==> config.mk <==
export PLATFORM = sky130hd
export DESIGN_NAME = seq_detector_param
export DESIGN_NICKNAME = d
export VERILOG_FILES = /design/src/rtl/seq_detector_param.sv
export SDC_FILE = /design/constraint.sdc
export NUM_CORES = 1
export LEC_CHECK = 0
export BUFFER_PORTS_ARGS = -buffer_cell sky130_fd_sc_hd__buf_4
export CORE_MARGIN = 5
export CORE_UTILIZATION = 50
export DETAILED_ROUTE_END_ITERATION = 16
export PLACE_DENSITY = 0.73
export SETUP_SLACK_MARGIN = 0.2
export SLEW_MARGIN = 25
export SYNTH_ARGS = -nofsm -noshare
export SYNTH_HDL_FRONTEND = slang
export SYNTH_SLANG_ARGS = --single-unit
==> constraint.sdc <==
create_clock -name clk -period 4 [get_ports clk]
set_clock_uncertainty 0.1 [all_clocks]
set_input_delay 0.6 -clock clk [delete_from_list [all_inputs] [get_ports clk]]
set_output_delay 0.6 -clock clk [all_outputs]
set_load 0.03 [all_outputs]
==> src/rtl/seq_detector_param.sv <==
// Serial pattern detector with runtime-loadable pattern, selectable overlap
// mode and a saturating detection counter. Match flag is Mealy (zero latency).
module seq_detector_param #(
    parameter int              N       = 4,
    parameter logic [N-1:0]    PATTERN = 4'b1011,
    parameter int              CNT_W   = 8
) (
    input  logic             clk,
    input  logic             rst,
    input  logic             en,
    input  logic             data,
    input  logic             overlap,
    input  logic             load,
    input  logic [N-1:0]     pattern_in,
    output logic             detected,
    output logic [CNT_W-1:0] count
);

    localparam int FILL_W = (N > 2) ? $clog2(N) : 1;
    localparam logic [FILL_W-1:0] FILL_FULL = FILL_W'(N - 1);

    logic [N-1:0]     r_pat;
    logic [N-2:0]     r_hist;
    logic [FILL_W-1:0] r_fill;
    logic [CNT_W-1:0] r_count;

    logic [N-1:0]     w_window;
    logic             w_match;

    assign w_window = {r_hist, data};
    // Only a fully populated history may match, so bits from before reset/load never count.
    assign w_match  = ~rst & ~load & en & (r_fill == FILL_FULL) & (w_window == r_pat);

    always_ff @(posedge clk or posedge rst) begin
        if (rst) begin
            r_pat   <= PATTERN;
            r_hist  <= '0;
            r_fill  <= '0;
            r_count <= '0;
        end else if (load) begin
            r_pat   <= pattern_in;
            r_hist  <= '0;
            r_fill  <= '0;
            r_count <= '0;
        end else if (en) begin
            r_hist <= w_window[N-2:0];
            if (w_match) begin
                r_fill <= overlap ? FILL_FULL : '0;
                if (~&r_count)
                    r_count <= r_count + 1'b1;
            end else if (r_fill != FILL_FULL) begin
                r_fill <= r_fill + 1'b1;
            end
        end
    end

    assign detected = w_match;
    assign count    = r_count;

endmodule

==> flow_summary.yaml, run 1 <==
global_route:
  grt_use_met1_pct: 19.9
  grtUsageMet2_pct: 26.0
  grt_pass1_vias: 780
  grt_max_degree: 26
  grt-ovfl-total: 0
  grt_usage_pct: 16.2
  grt_first_pass_wirelength_um: 3380
  busiest_layer: "met2"
  antenna_found_initial: 0
  grt_use_met3_pct: 5.54
layout:
  drive_gt1_share_pct: 34.2
  nFillCells: 161
  nets: 124
  final_area_um2: 1140
  multi_input_area_um2: 505
  diodes: 0
  area_delta_synth_final_pct: 17.9
  seq_area_um2: 429
clock_tree:
  clk_latency_ns: 0.29
  cts_resized: 0
  root_buffer: "clkbuf_4"
  cts_buffers: 3
  post_cts_buffers: 0
  clockBufferDepth: 2
  h-tree-depth: 1
  clkTransAtPathRegs_ns: 0.10
  cts_tree: "done"
  clkSinkCount: 17
  hold_buffers: 0
setup_path:
  path_max_fanout: 14
  startpoint: "r_pat[0]"
  rrSetupSlack_ns: 1.98
  critPathLaunchType: "flip-flop"
  cp-endpoint: "detected"
  reg2reg_to: "count[4]"
  path_class: "flip-flop to output pin"
  slowest_stage: "dfstp_2"
  cpPeakStageDelay_ns: 0.55
  critPathRequiredTime_ns: 3.30
  reg2reg_depth: 5
  arrival_ns: 1.72
  r2r-start: "r_fill[0]"
  endpoint_kind: "output pin"
  path_cells: "xnor2_1, nand3_1, nor2_1, buf_4"
floorplan:
  start_util_pct: 54.2
  pin_count: 19
  design.core.area_um2: 1780
  num_rows: 15
  dieHeight_um: 54.0
  dieArea_um2: 2910
  die_x_um: 54.0
synthesis:
  syn-num-nets: 105
  synthCells: 93
  ys.flop_type: "dfrtp_1"
  netlist_area_um2: 966
  synth_seq_cells: 17
  avgSynthCellArea_um2: 10.4
  synth-edff-count: 0
  yosys_warnings: 0
  ys_seq_area_share_pct: 44.4
  postSynth.asyncResetShare_pct: 100
  ys_types: 30
placed_design:
  dpl.hpwl_um: 1380
  io_buffer_count: 18
  routabilityCongestion: 0.843
  place_area_um2: 1110
sta:
  relSlewSlack_pct: 57.3
  post-route-period-util_pct: 60.4
  setup_viol: 0
  period_needed_ns: 2.42
  worstMarginPinSlew_ns: 0.640
  rsz0062_at_grt: "no"
  tns_ns: 0
  fmax_mhz: 414
  slew_viol_final: 0
  finalHoldViolations: 0
detailed_routing:
  routed_wirelength_um: 1870
  drc: 0
  route.detailed.wl_per_inst_um: 13.8
  first_iter_violations: 5
  routed-via-count: 738
  via_per_inst: 5.43
  dr.pass1.iters: 4
  antenna_left: 0
power:
  cellPowerDensity_nw_per_um2: 280
  ir_drop_mv: 0.179
  p_leak_uw: 0.000503
job:
  drv_cap: 0
run_status:
  status: "finished, final reports clean"
hold_path:
  min_path_type: "primary input to asynchronous set/reset pin"
-- worst min path at each step --
stage / end / depth (start not counted) / slack, ns
after CTS: r_fill[0] / 2 / 0.32
final: r_fill[0] / 2 / 0.29
after floorplan: r_pat[2] / 1 / 0.40
after global routing: r_pat[2] / 2 / 0.34
after detailed placement: r_pat[2] / 1 / 0.43
after global placement: r_pat[2] / 1 / 0.42
-- critical path: cells and delay by family, from the launching register on --
| kind | cells | cell delay, ns |
|---|---|---|
| and+or+nand+nor | 2 | 0.58 |
| buffers and inverters | 1 | 0.18 |
| DFF | 1 | 0.55 |
| xor gates and xnor gates | 1 | 0.12 |
-- synthesized netlist by cell type, types with 2 or more instances --
master	instances	area, um^2
nand3_1	3	15.0
clkbuf_1	2	7.51
mux2i_1	3	30.0
o21ai_0	2	10.0
nor3_1	6	30.0
dfrtp_1	14	350
nor2b_1	6	37.5
nand4_1	3	18.8
xnor2_1	3	26.3
dfstp_2	3	78.8
nand4b_1	2	17.5
nor2_1	12	45.0
ha_1	2	25.0
mux2_2	9	101
a21oi_1	4	20.0
a31oi_1	2	12.5
o211ai_1	2	15.0
inv_1	3	11.3
-- stage by stage --
stage / setup WS, ns / hold slack [ns] / utilization, % / power, uW / std cells
5_1_grt: 1.44 / 0.343 / 63.9 / 342 / 136
4_1_cts: 1.57 / 0.316 / 63.9 / 325 / 136
3_5_place_dp: 1.69 / 0.429 / 62.4 / 231 / 132
2_1_floorplan: 1.82 / 0.402 / - / 219 / 93
6_report: 1.58 / 0.287 / 63.9 / 319 / 136
3_3_place_gp: 1.74 / 0.423 / 62.4 / 229 / 132
-- sequential cells by signal (all words and copies together) (netlist names) --
signal,cells
r_pat,4
count,8
r_hist,3
r_fill,2
-- cell families after synthesis --
logic type / synth area share, %
AO/OA/AOI/OAI: 7.25
XOR/XNOR: 4.41
adder cells (fa/ha/maj): 2.59
buffers and inverters: 3.24
flip-flops: 44.4
multiplexers: 14.8
AND/OR/NAND/NOR: 23.3
-- routing by layer --
| metal | vias up | routed length [um] |
|---|---|---|
| met2 | 16 | 883 |
| li1 | 369 | - |
| met4 | 0 | 25 |
| met1 | 348 | 887 |
| met3 | 5 | 76 |
| met5 | - | 0 |
-- power by group --
group          switching (uW)  leakage, uW  internal [uW]
registers                5.85     0.000223            181
clock network            52.6    0.0000150           38.8
logic                    20.8     0.000266           19.8
total                    79.3     0.000503            239
-- layout by cell type (no fill, tap or decap) --
cell type,n
and4bb_4,1
clkbuf_1,1
mux2_1,1
or3_1,1
xnor2_2,1
nor4_2,1
mux2i_1,3
a21oi_1,4
nor2b_1,6
buf_4,18
xnor2_1,3
nand3_1,3
nor3_1,6
nand4_1,3
dfrtp_1,14
nand2_2,1
ha_1,2
o211ai_2,1
a31oi_1,2
clkbuf_4,3
or4b_1,1
inv_1,3
nor2_1,12
mux2_2,9
and2_1,1
o211ai_1,2
nand4b_1,2
dfstp_2,3
nand2_1,1
o21ai_0,2
-- area by class of cell --
cell class / instances / area share (%)
inverter: 3 / 0.989
timing repair buffer: 18 / 11.9
sequential: 17 / 37.7
clock buffer: 4 / 2.31
multi-input combinational: 69 / 44.4
tap: 25 / 2.75
Power figures use the tool's default switching activity.
==> run 2: changes to the inputs <==
--- a/config.mk
+++ b/config.mk
@@ -5,6 +5,7 @@
 export SDC_FILE = /design/constraint.sdc
 export NUM_CORES = 1
 export LEC_CHECK = 0
+export ABC_AREA = 1
 export BUFFER_PORTS_ARGS = -buffer_cell sky130_fd_sc_hd__buf_4
 export CORE_MARGIN = 5
 export CORE_UTILIZATION = 50
==> constraint.sdc (replaced) <==
create_clock -name clk -period 2.5 [get_ports clk]
set_clock_uncertainty 0.1 [all_clocks]
set_input_delay 0.375 -clock clk [delete_from_list [all_inputs] [get_ports clk]]
set_output_delay 0.375 -clock clk [all_outputs]
set_load 0.03 [all_outputs]
==> flow_summary.yaml, run 2 <==
global_route:
  grt-ovfl-total: 0
  grt_pass1_vias: 803
  antenna_found_initial: 0
  grt_usage_pct: 16.0
  grt_max_degree: 18
  grt_first_pass_wirelength_um: 3440
synthesis:
  postSynth.asyncResetShare_pct: 100
  ys_seq_area_share_pct: 42.9
  synthCells: 124
  synth_seq_cells: 17
  ys.flop_type: "dfrtp_1"
  ys_types: 23
  yosysMostFrequentCell: "nand2_1"
  yosys.area.top_type: "dfrtp_1"
  synth_area_leaders: "dfrtp_1 35%, nand2_1 13%, dfstp_2 7.9%, o21ai_2 7.0%, nand3_1 6.0%"
  yosys_warnings: 0
  avgSynthCellArea_um2: 8.07
  synth-edff-count: 0
  syn-num-nets: 136
  netlist_area_um2: 1000
  synth_top_area_share_pct: 35.0
  synthTopCellsByCount: "35 x nand2_1, 14 x dfrtp_1, 13 x inv_1"
sta:
  tns_ns: 0
  worstMarginPinSlew_ns: 0.541
  setup_viol: 0
  period_needed_ns: 1.95
  rsz0062_at_grt: "no"
  finalHoldViolations: 0
  relSlewSlack_pct: 63.8
  slew_viol_final: 0
  post-route-period-util_pct: 77.8
  fmax_mhz: 514
  hold_ws_ns: 0.0239
floorplan:
  die_x_um: 54.7
  dieHeight_um: 54.7
  pin_count: 19
  start_util_pct: 51.5
  dieArea_um2: 3000
  num_rows: 16
  design.core.area_um2: 1940
placed_design:
  dp_cells: 167
  dpl.hpwl_um: 1590
  place_area_um2: 1160
  routabilityCongestion: 0.871
  io_buffer_count: 18
layout:
  final_cell_mix: "35 x nand2_1, 19 x buf_4, 14 x dfrtp_1, 13 x inv_1, 12 x nand3_1"
  largest_reg_flops: 8
  nets: 157
  final_common_cell: "nand2_1"
  area_delta_synth_final_pct: 18.1
  stdcell_count: 171
  diodes: 0
  final_area_um2: 1180
  drive_gt1_share_pct: 32.6
power:
  fin_total_pwr_uw: 583
  cellPowerDensity_nw_per_um2: 493
  p_leak_uw: 0.000586
  ir_drop_mv: 0.297
detailed_routing:
  route.detailed.wl_per_inst_um: 12.3
  first_iter_violations: 6
  dr.pass1.iters: 4
  antenna_left: 0
  routed_wirelength_um: 2100
  drc: 0
  via_per_inst: 5.12
  routed-via-count: 875
clock_tree:
  post_cts_buffers: 0
  hold_buffers: 0
  clkSinkCount: 17
  cts_buffers: 3
  h-tree-depth: 1
  clkTransAtPathRegs_ns: 0.10
  cts_tree: "done"
  clockBufferDepth: 2
  clk_latency_ns: 0.29
  root_buffer: "clkbuf_4"
  cts_resized: 0
setup_path:
  path_class: "flip-flop to flip-flop"
  path_max_fanout: 16
  arrival_ns: 2.06
  critPathLaunchType: "flip-flop"
  endpoint_kind: "flip-flop"
  critPathRequiredTime_ns: 2.62
run_status:
  status: "finished, final reports clean"
hold_path:
  min_path_type: "primary input to asynchronous set/reset pin"
job:
  drv_cap: 0
## run 2: cell count changes after synthesis, sizes merged, moves of 4 or more
cell and change:
o21ai +15, nand3 +9, a21oi -4, inv +12
mux2 -10, nand2 +36, nor3 -5, xnor2 -4
or2 +4, nor2 -8, nor2b -6
## run 2: worst max-delay path, stage by stage, from the launching register on
cell and delay, ns:
dfrtp_1 0.44, ha_1 0.26, nand4_2 0.16, nor2_2 0.13
nand2_2 0.09, o21ai_4 0.47, nand2_1 0.14, o21ai_2 0.08
## run 2: metal layers
layer | GRT usage, % | wire length, um | share of wire [%] | vias up
li1 | - | - | - | 453
met4 | 6.22 | 10 | 0.48 | 0
met2 | 24.0 | 950 | 45 | 12
met5 | 0 | 0 | 0 | -
met3 | 2.72 | 75 | 3.6 | 2
met1 | 22.6 | 1060 | 51 | 408
## run 2: layout make-up
class | instances | area (um^2)
Timing Repair Buffer | 19 | 143
Tap cell | 27 | 33.8
Fill cell | 184 | 759
Inverter | 15 | 56.3
Multi-Input combinational cell | 89 | 494
Sequential cell | 17 | 429
Clock buffer | 4 | 26.3
## run 2: worst paths after layout
kind                                from   endpoint  slack [ns]  depth (start not counted)
max in group asynchronous            rst   r_pat[1]        2.02                          3
min in group clk           pattern_in[2]   r_pat[2]        0.19                          3
hold reg to reg                 r_pat[0]   r_pat[0]        0.41                          2
hold / removal                       rst  r_hist[2]        0.02                          3
setup / recovery                count[0]   count[6]        0.55                          7
setup reg to reg                count[0]   count[6]        0.55                          7
## run 2: cells by family (layout without fill, tap and decap cells)
family / after synthesis / in the layout / share of synthesized area [%]
fa+ha+maj: 2 / 2 / 2.50
buf+inv: 18 / 38 / 8.38
flops: 17 / 17 / 42.9
simple gates: 65 / 65 / 30.1
compound gates: 22 / 22 / 16.1
## run 2: per-stage QoR
step,util [%],setup WS [ns]
2_1_floorplan,-,0.448
3_3_place_gp,59.5,0.664
3_5_place_dp,59.5,0.561
4_1_cts,60.9,0.525
5_1_grt,60.9,0.407
6_report,60.9,0.554
## run 2: report_power, final
group          switching, uW  internal [uW]  total (uW)  leakage [uW]
sequential              18.7            297         316      0.000220
clock                   84.7           62.0         147     0.0000150
combinational           71.7           48.1         120      0.000351
total                    175            408         583      0.000586
==> run 3: changes to the inputs <==
==> constraint.sdc (replaced) <==
create_clock -name clk -period 2 [get_ports clk]
set_clock_uncertainty 0.1 [all_clocks]
set_input_delay 0.3 -clock clk [delete_from_list [all_inputs] [get_ports clk]]
set_output_delay 0.3 -clock clk [all_outputs]
set_load 0.03 [all_outputs]
==> flow_summary.yaml, run 3 (synthesized netlist as in run 2, its figures left out) <==
setup_path:
  reg2reg_to: "count[2]"
  worstSetupPathDepth: 5
  cpPeakStageDelay_ns: 0.54
  startpoint: "r_pat[3]"
  reg2reg_depth: 9
  slowest_stage: "dfstp_2"
  path_cells: "inv_1, nand2_1, nand4_1, nor4_4, buf_6"
  critPathRequiredTime_ns: 1.60
  endpoint_kind: "output pin"
  arrival_ns: 1.50
  path_buf_inv: 2
  cp-endpoint: "detected"
  critPathLaunchType: "flip-flop"
  r2r-start: "r_fill[0]"
  crit_family: "flip-flops"
  path_class: "flip-flop to output pin"
  rrSetupSlack_ns: 0.32
  path_max_fanout: 2
global_route:
  antenna_found_initial: 0
  grt_usage_pct: 17.1
  grt_first_pass_wirelength_um: 3610
  grt_pass1_vias: 855
  grt_max_degree: 18
  grt-ovfl-total: 0
floorplan:
  design.core.area_um2: 1940
  start_util_pct: 51.5
  num_rows: 16
  dieArea_um2: 3000
  dieHeight_um: 54.7
  pin_count: 19
  die_x_um: 54.7
clock_tree:
  clkSinkCount: 17
  cts_tree: "done"
  clockBufferDepth: 2
  root_buffer: "clkbuf_4"
  clkTransAtPathRegs_ns: 0.09
  cts_buffers: 3
  post_cts_buffers: 0
  h-tree-depth: 1
  clk_latency_ns: 0.28
layout:
  final_cell_mix: "35 x nand2_1, 20 x buf_4, 12 x inv_1, 12 x dfrtp_1, 11 x nand3_1"
  diodes: 0
  nets: 161
  largest_reg_flops: 8
  nFillCells: 185
  final_common_cell: "nand2_1"
  area_delta_synth_final_pct: 24.6
  drive_gt1_share_pct: 37.8
  stdcell_count: 175
placed_design:
  routabilityCongestion: 0.824
  dp_cells: 170
  dpl.hpwl_um: 1580
  dpl_worst_slack_ns: 0.265
  io_buffer_count: 18
sta:
  finalHoldViolations: 0
  slew_viol_final: 0
  post-route-period-util_pct: 95.2
  fmax_mhz: 525
  worstMarginPinSlew_ns: 0.242
  relSlewSlack_pct: 83.8
  period_needed_ns: 1.90
  worst_slack_ns: 0.0962
  rsz0062_at_grt: "yes"
  setup_viol: 0
detailed_routing:
  drc: 0
  route.detailed.wl_per_inst_um: 11.7
  routed_wirelength_um: 2040
  antenna_left: 0
  first_iter_violations: 17
  routed-via-count: 895
  via_per_inst: 5.11
  dr.pass1.iters: 4
power:
  p_leak_uw: 0.000603
  cellPowerDensity_nw_per_um2: 594
  fin_total_pwr_uw: 741
  ir_drop_mv: 0.494
run_status:
  status: "finished, final reports clean"
job:
  drv_cap: 0
hold_path:
  min_path_type: "primary input to flip-flop"
run 3: changes by cell type in the layout (fill, tap and decap cells not counted):
cell           change
dfrtp_1            -2
inv_1              -1
buf_6              +2
nor2_2             +2
nand3_2            +1
nor4_2             -1
dfrtp_2            +2
nor2_1             -2
clkinvlp_4         +1
nand3_1            -1
nor4_4             +1
buf_4              +1
dlygate4sd3_1      +1
run 3: area by class of cell:
class	count	area (um^2)	share of cell area, %
Multi-Input combinational cell	89	513	41.1
Sequential cell	17	432	34.6
Tap cell	27	33.8	2.71
Inverter	15	60.1	4.81
Timing Repair Buffer	23	183	14.6
Clock buffer	4	26.3	2.11
run 3: per-stage QoR:
| step | setup TNS [ns] | instance area (um^2) | util [%] | hold slack (ns) |
|---|---|---|---|---|
| 2_1_floorplan | 0 | 1020 | - | 0.0366 |
| 3_3_place_gp | 0 | 1190 | 61.5 | 0.269 |
| 3_5_place_dp | 0 | 1190 | 61.5 | 0.265 |
| 4_1_cts | 0 | 1230 | 63.3 | 0.103 |
| 5_1_grt | -0.0323 | 1250 | 64.2 | 0.108 |
| 6_report | 0 | 1250 | 64.2 | 0.120 |
run 3: worst register-to-register path: cells and delay by family, from the launching register on:
kind / cells / cell delay [ns]
AOI/OAI and AO/OA: 2 / 0.11
DFF: 1 / 0.39
adders and majority gates: 1 / 0.20
and+or+nand+nor: 5 / 0.62
buffers and inverters: 1 / 0.16
run 3: layer usage:
metal	vias up	track usage [%]	part of all wire, %
met3	2	3.81	4.4
met4	0	9.13	0.49
met5	-	0	0
li1	461	-	-
met1	416	23.1	50
met2	16	25.2	45
run 3: worst min-delay path by stage:
stage	cells past startpoint	start	end	slack, ns
after floorplan	1	rst	count[2]	0.04
after global placement	3	rst	r_hist[0]	0.27
after detailed placement	3	rst	r_hist[0]	0.27
after CTS	3	pattern_in[1]	r_pat[1]	0.10
after global routing	3	pattern_in[0]	r_pat[0]	0.11
final	3	pattern_in[1]	r_pat[1]	0.12
run 3: report_power, final:
group	switching, uW	total, uW	leakage (uW)	internal [uW]
Combinational	97.2	165	0.000371	67.7
Sequential	21.2	394	0.000217	373
Clock	105	182	0.0000150	77.5
run 3: what timing repair did:
action,CTS,global route
setup endpoints to repair,1,9
resized for setup,0,5
pin swaps,0,1
hold buffers,1,0
endpoints found under the hold margin,14,0
